==> src/rtl/chip8_timer_access.sv <==
// CHIP-8 timer access unit: services Fx07/Fx15/Fx18 and generates the 60 Hz timer tick.
// Optional macro CHIP8_TIMER_TICK_EN enables the TICK_DIV clock divider; otherwise tick is always on.
module chip8_timer_access #(
  parameter int unsigned TICK_DIV = 16667
) (
  input  logic       clk,
  input  logic       reset,
  input  logic       req_valid,
  output logic       req_ready,
  input  logic [1:0] req_op,
  input  logic [3:0] req_x,
  input  logic [7:0] req_data,
  output logic       load_delay,
  output logic       load_sound,
  output logic [7:0] delay_in,
  output logic [7:0] sound_in,
  input  logic [7:0] delay_out,
  input  logic [7:0] sound_out,
  output logic       rsp_valid,
  input  logic       rsp_ready,
  output logic [3:0] rsp_x,
  output logic [7:0] rsp_data,
  output logic       tick,
  output logic       beep,
  output logic       err
);

  localparam int unsigned DATA_W = 8;
  localparam int unsigned X_W    = 4;

  localparam logic [1:0] OP_RD_DT = 2'b00;
  localparam logic [1:0] OP_WR_DT = 2'b01;
  localparam logic [1:0] OP_WR_ST = 2'b10;

  typedef enum logic [1:0] {
    IDLE = 2'b00,
    LOAD = 2'b01,
    RESP = 2'b10
  } state_t;

  state_t            state_q;
  state_t            state_d;
  logic              req_ready_d;
  logic              load_delay_d;
  logic              load_sound_d;
  logic [DATA_W-1:0] delay_in_d;
  logic [DATA_W-1:0] sound_in_d;
  logic              rsp_valid_d;
  logic [X_W-1:0]    rsp_x_d;
  logic [DATA_W-1:0] rsp_data_d;
  logic              err_d;
  logic              accept;

  assign accept = req_valid & req_ready;

  // Next-state and next-output logic; every output is registered from these values.
  always_comb begin
    state_d      = state_q;
    load_delay_d = 1'b0;
    load_sound_d = 1'b0;
    err_d        = 1'b0;
    delay_in_d   = delay_in;
    sound_in_d   = sound_in;
    rsp_valid_d  = rsp_valid;
    rsp_x_d      = rsp_x;
    rsp_data_d   = rsp_data;

    case (state_q)
      IDLE: begin
        if (accept) begin
          case (req_op)
            OP_RD_DT: begin
              // Snapshot the timer now so later decrements cannot alter the reply.
              state_d     = RESP;
              rsp_valid_d = 1'b1;
              rsp_x_d     = req_x;
              rsp_data_d  = delay_out;
            end
            OP_WR_DT: begin
              state_d      = LOAD;
              load_delay_d = 1'b1;
              delay_in_d   = req_data;
            end
            OP_WR_ST: begin
              state_d      = LOAD;
              load_sound_d = 1'b1;
              sound_in_d   = req_data;
            end
            default: begin
              err_d = 1'b1;
            end
          endcase
        end
      end
      LOAD: begin
        state_d = IDLE;
      end
      RESP: begin
        if (rsp_ready) begin
          state_d     = IDLE;
          rsp_valid_d = 1'b0;
        end
      end
      default: begin
        state_d     = IDLE;
        rsp_valid_d = 1'b0;
      end
    endcase

    req_ready_d = (state_d == IDLE);
  end

  // State and output registers; ready stays low until the first edge after reset release.
  always_ff @(posedge clk or negedge reset) begin
    if (!reset) begin
      state_q    <= IDLE;
      req_ready  <= 1'b0;
      load_delay <= 1'b0;
      load_sound <= 1'b0;
      delay_in   <= '0;
      sound_in   <= '0;
      rsp_valid  <= 1'b0;
      rsp_x      <= '0;
      rsp_data   <= '0;
      err        <= 1'b0;
      beep       <= 1'b0;
    end else begin
      state_q    <= state_d;
      req_ready  <= req_ready_d;
      load_delay <= load_delay_d;
      load_sound <= load_sound_d;
      delay_in   <= delay_in_d;
      sound_in   <= sound_in_d;
      rsp_valid  <= rsp_valid_d;
      rsp_x      <= rsp_x_d;
      rsp_data   <= rsp_data_d;
      err        <= err_d;
      beep       <= (sound_out != '0);
    end
  end

`ifdef CHIP8_TIMER_TICK_EN
  localparam int unsigned CNT_W = 16;

  logic [CNT_W-1:0] div_q;
  logic [CNT_W-1:0] div_d;
  logic             tick_d;

  // Divider counts 0..TICK_DIV-1; tick is registered alongside the count it marks.
  always_comb begin
    div_d  = (div_q == CNT_W'(TICK_DIV - 1)) ? '0 : div_q + CNT_W'(1);
    tick_d = (div_d == CNT_W'(TICK_DIV - 1));
  end

  always_ff @(posedge clk or negedge reset) begin
    if (!reset) begin
      div_q <= '0;
      tick  <= 1'b0;
    end else begin
      div_q <= div_d;
      tick  <= tick_d;
    end
  end
`else
  // No divider: the timer decrements every cycle; an out-of-range TICK_DIV parks tick low.
  localparam bit TICK_DIV_LEGAL = (TICK_DIV >= 2) && (TICK_DIV <= 65535);

  always_ff @(posedge clk or negedge reset) begin
    if (!reset) begin
      tick <= 1'b0;
    end else begin
      tick <= TICK_DIV_LEGAL;
    end
  end
`endif

endmodule

==> config.mk <==
export PLATFORM = sky130hd
export DESIGN_NAME = chip8_timer_access
export DESIGN_NICKNAME = d
export VERILOG_FILES = /design/src/rtl/chip8_timer_access.sv
export SDC_FILE = /design/constraint.sdc
export NUM_CORES = 1
export LEC_CHECK = 0
export CAP_MARGIN = 15
export CORE_UTILIZATION = 40
export CTS_CLUSTER_SIZE = 28
export DETAILED_ROUTE_END_ITERATION = 8
export PLACE_DENSITY_LB_ADDON = 0.12
export SLEW_MARGIN = 30
export SYNTH_ARGS = -nofsm -noshare
export SYNTH_HDL_FRONTEND = slang
export SYNTH_SLANG_ARGS = --single-unit
==> constraint.sdc <==
create_clock -name clk -period 1.7 [get_ports clk]
set_input_delay 0.34 -clock clk [delete_from_list [all_inputs] [get_ports clk]]
set_output_delay 0.34 -clock clk [all_outputs]
set_load 0.01 [all_outputs]
-- After elaboration in Yosys (flattened, before gate mapping)
Cells that the tools add are included.
- multiplexer cells: 17
- equality and inequality tests: 7
- reductions and logical operators: 10
- bitwise logic cells: 2
- operators by type and width (kind ; number):
    two-way mux 1 bit ; 12
    AND reduction 3 bit ; 3
    case mux 2 bit (2 select lines) ; 2
    nonzero test 8 bit ; 1
    logical NOT 2 bit ; 3
    == test 2 x 1 -> 1 bit, second input constant ; 2
    == test 2 bit, second input constant ; 2
    two-way mux 2 bit ; 2
    != test 2 bit, second input constant ; 2
    AND reduction 4 bit ; 1
    case mux 1 bit (3 select lines) ; 1
    OR reduction 3 bit ; 1
    != test 2 x 1 -> 1 bit, second input constant ; 1
    OR reduction 2 bit ; 1
    bitwise AND 1 bit ; 1
    NOT 1 bit ; 1
- output and inout port bits: 35
- register bits: 37
- word-level logic and storage cells: 48

-- Logic depth before layout (Yosys ltp)
- depth after elaboration: 6
- mapped depth: 5
- depth with buffers taken out: 5

-- Worst setup path before layout
Ideal clock, no wire load.
- path type: reg2reg
- from: register req_ready
- to: register rsp_data[1]
- period minus slack after synthesis: 1.416 ns
- stages on the path, launching flop included: 6
- arrival: 1.291 ns
- path buffers: 2
- setup slack: 0.284 ns
- setup time: 0.125 ns
- path through: dfrtp_1 -> and4bb_1 -> buf_4 -> nand2_2 -> buf_6 -> mux2_4
- cells in the longest elaborated chain, start to end: 2
- RTL lines (item ; RTL line ; text):
    start, declared ; 9 ; output logic req_ready,
    start signal, assigned ; 129 ; req_ready <= req_ready_d;
    bitwise AND 1 bit ; 54 ; assign accept = req_valid & req_ready;
    AND reduction 3 bit (no line) ; n/a ;
    end signal, assigned ; 136 ; rsp_data <= rsp_data_d;
    end, declared ; 22 ; output logic [7:0] rsp_data,
No other way between the ends.
A chain may end at the register's enable or synchronous reset.

-- Worst setup path after layout
- from: register rsp_data[3]
- to: output rsp_data[3]
No word-level cell between the ends.

==> impl_metrics.csv <==
group,metric,value,unit
outcome,status,"finished, final reports clean",
synthesis,syn-num-nets,132,
finish,fillers,248,
synthesis,synth_seq_cells,37,
clock_network,cts_resized,0,
setup_path,worstSetupStartpointType,"flip-flop",
grt,antenna_found_initial,0,
synthesis,synth_seq_area_share,63.0,%
synthesis,synth_top_area_share,63.0,%
floorplanning,die-height,62.6,um
setup_path,critPathMaxFanout,2,
synthesis,yosysTopAreaCell,"dfrtp_1",
finish,n_antenna_cell,0,
clock_network,cts.path.max_buffers,2,
timing,grt_setup_unrepaired,"no",
power_and_ir_drop,internal_power,2.16,mW
routing,routedWlPerCell,12.8,um
power_and_ir_drop,power_per_cell_area,1260,nW/um^2
timing,holdWs,0.0217,ns
timing,fmax,622,MHz
timing,finalSetupTns,0,ns
setup_path,crit_chain,"clkdlybuf4s50_1",
setup_path,endpoint_kind,"output pin",
synthesis,synth_cells,94,
power_and_ir_drop,p_leak,1.05,nW
setup_path,slowest_stage,"clkdlybuf4s50_1",
power_and_ir_drop,power_frac_seq,43.1,%
power_and_ir_drop,power_frac_comb,35.1,%
synthesis,netlist_area,1470,um^2
clock_network,cts_sinks,37,
power_and_ir_drop,fin_total_pwr,2.93,mW
grt,grt_pass1_wl,4.87,mm
synthesis,syn_area_per_cell,15.6,um^2
setup_path,critPathRequiredTime,1.36,ns
setup_path,path_class,"reg -> out",
clock_network,clk_pin_slew,0.11,ns
setup_path,critical-path-max-stage-delay,0.56,ns
clock_network,cts-root-buf,"clkbuf_4",
finish,layout.cells.non_filler,220,
routing,drt_iter0_markers,21,
clock_network,cts_buffers,5,
setup_path,path_delay_family,"buffers and inverters",
clock_network,htreeDepth,2,
floorplanning,start_util,43.0,%
placed_design,hpwl,2.14,mm
setup_path,critPathBufInv,1,
timing,finalSetupViolCount,0,
routing,avgViaCountPerCell,4.65,
placed_design,io_buffers,68,
clock_network,insertion_delay,0.34,ns
placed_design,routabilityCongestion,0.702,
floorplanning,die-area,3920,um^2
placed_design,dp_cells,212,
floorplanning,core-area,3420,um^2
routing,drcViolationCount,0,
finish,final_cell_mix,"clkdlybuf4s50_1, dfrtp_1, mux2_1",
clock_network,cts.repair_timing.setup_buffer_count,0,
synthesis,synth_area_leaders,"dfrtp_1, mux2_1, mux2_4",
synthesis,ys_warn_count,0,
floorplanning,dieWidth,62.6,um
routing,vias,1024,
finish,multi_input_area,509,um^2
clock_network,cts-hold-fix-buffers,0,
synthesis,yosysUniqueCellTypes,20,
grt,grt_pass1_vias,1107,
timing,period_share,94.6,%
power_and_ir_drop,ir_worst_vdd,0.669,mV
power_and_ir_drop,swShare,26.2,%
floorplanning,num_rows,21,
timing,final_hold_viol_count,0,
routing,routed_wl,2.82,mm
setup_path,crit_arrival,1.27,ns
grt,grt-ovfl-total,0,
finish,fin_util,68.2,%
clock_network,cts_tree,"yes",
timing,fin_crit,1.61,ns
timing,slew_violations,0,
finish,seq_area,926,um^2
run,cap_violations,0,
power_and_ir_drop,clkPwrFrac,21.8,%
routing,ant_nets,0,
finish,drive_above_1_share,16.7,%
floorplanning,io_pins,69,
finish,layout_commonest_cell,"clkdlybuf4s50_1",
finish,area_growth,58.6,%
power_and_ir_drop,p_switching,0.769,mW
timing,finalClockSkew,0.00773,ns
routing,dr.pass1.iters,3,
grt,grt_max_degree,38,
finish,layout.nets,211,
hold_path,holdCritPathClass,"in -> async",
grt,grt_usage,16.4,%
## power by group through the flow
stage	logic (mW)	registers (mW)	clock network, mW
6_report	1.03	1.26	0.640
5_1_grt	1.10	1.30	0.701
4_1_cts	1.05	1.27	0.665
3_5_place_dp	1.05	1.28	0
3_3_place_gp	1.03	1.27	0
2_1_floorplan	0.274	1.39	0
## per-layer routing
metal / share of wire [%] / vias to the layer above / wire, um / GRT usage, %
met5: 0 / - / 0 / 0
met4: 1.5 / 0 / 41 / 5.23
met3: 8.2 / 6 / 230 / 6.57
met2: 51 / 48 / 1440 / 29.9
met1: 39 / 493 / 1110 / 17.1
li1: - / 477 / - / -
## layout make-up
type | count | share of cell area [%]
sequential | 37 | 39.7
clock buffer | 6 | 2.20
timing repair buffer | 74 | 31.5
tap | 46 | 2.47
multi-input combinational | 51 | 21.9
inverter | 4 | 0.644
clock inverter | 2 | 1.61
## through the flow
stage / setup WS [ns] / cell area, um^2
after floorplan: 0.284 / 1470
after global placement: -0.167 / 2240
after detailed placement: -0.195 / 2240
after CTS: 0.0614 / 2330
after global routing: 0.0319 / 2330
final: 0.0912 / 2330
## worst paths after layout
| kind | cells after the start | slack, ns | start | to |
|---|---|---|---|---|
| max | 1 | 0.09 | rsp_data[3] | rsp_data[3] |
| min | 2 | 0.02 | reset | delay_in[0] |
| max reg2reg | 3 | 0.16 | state_q[1] | delay_in[0] |
| min reg2reg | 1 | 0.50 | delay_in[7] | delay_in[7] |
| max in group asynchronous | 2 | 1.36 | reset | delay_in[1] |
| min in group clk | 1 | 0.50 | delay_in[7] | delay_in[7] |
## cell families (layout without fill, tap and decap cells)
logic type                 count (synthesis)  count (layout)  share of synthesized area (%)
buffers and inverters                      6              86                           2.30
muxes                                     28              28                           23.8
adders and majority gates                  4               4                           3.41
DFF                                       37              37                           63.0
other                                      1               1                          0.255
AOI/OAI and AO/OA                          3               3                           1.02
and+or+nand+nor                           15              15                           6.22
## registers in the layout (all words and copies together), names as in the netlist
register	cells
rsp_x	4
rsp_valid	1
delay_in	8
beep	1
err	1
tick	1
load_delay	1
req_ready	1
state_q	2
sound_in	8
load_sound	1
rsp_data	8
## cells in the mapped netlist
library cell	count
buf_6	1
dfrtp_1	37
ha_1	4
nor3b_1	1
and4bb_1	1
mux2_4	9
nand2_1	2
inv_1	2
inv_2	2
nor4_1	2
and2_1	1
nor2b_1	1
conb_1	1
a21oi_1	2
mux2_1	19
nor2_1	3
nand2_2	3
and3b_1	1
buf_4	1
o21ai_1	1
No activity file was read; power rests on OpenSTA's default activity.
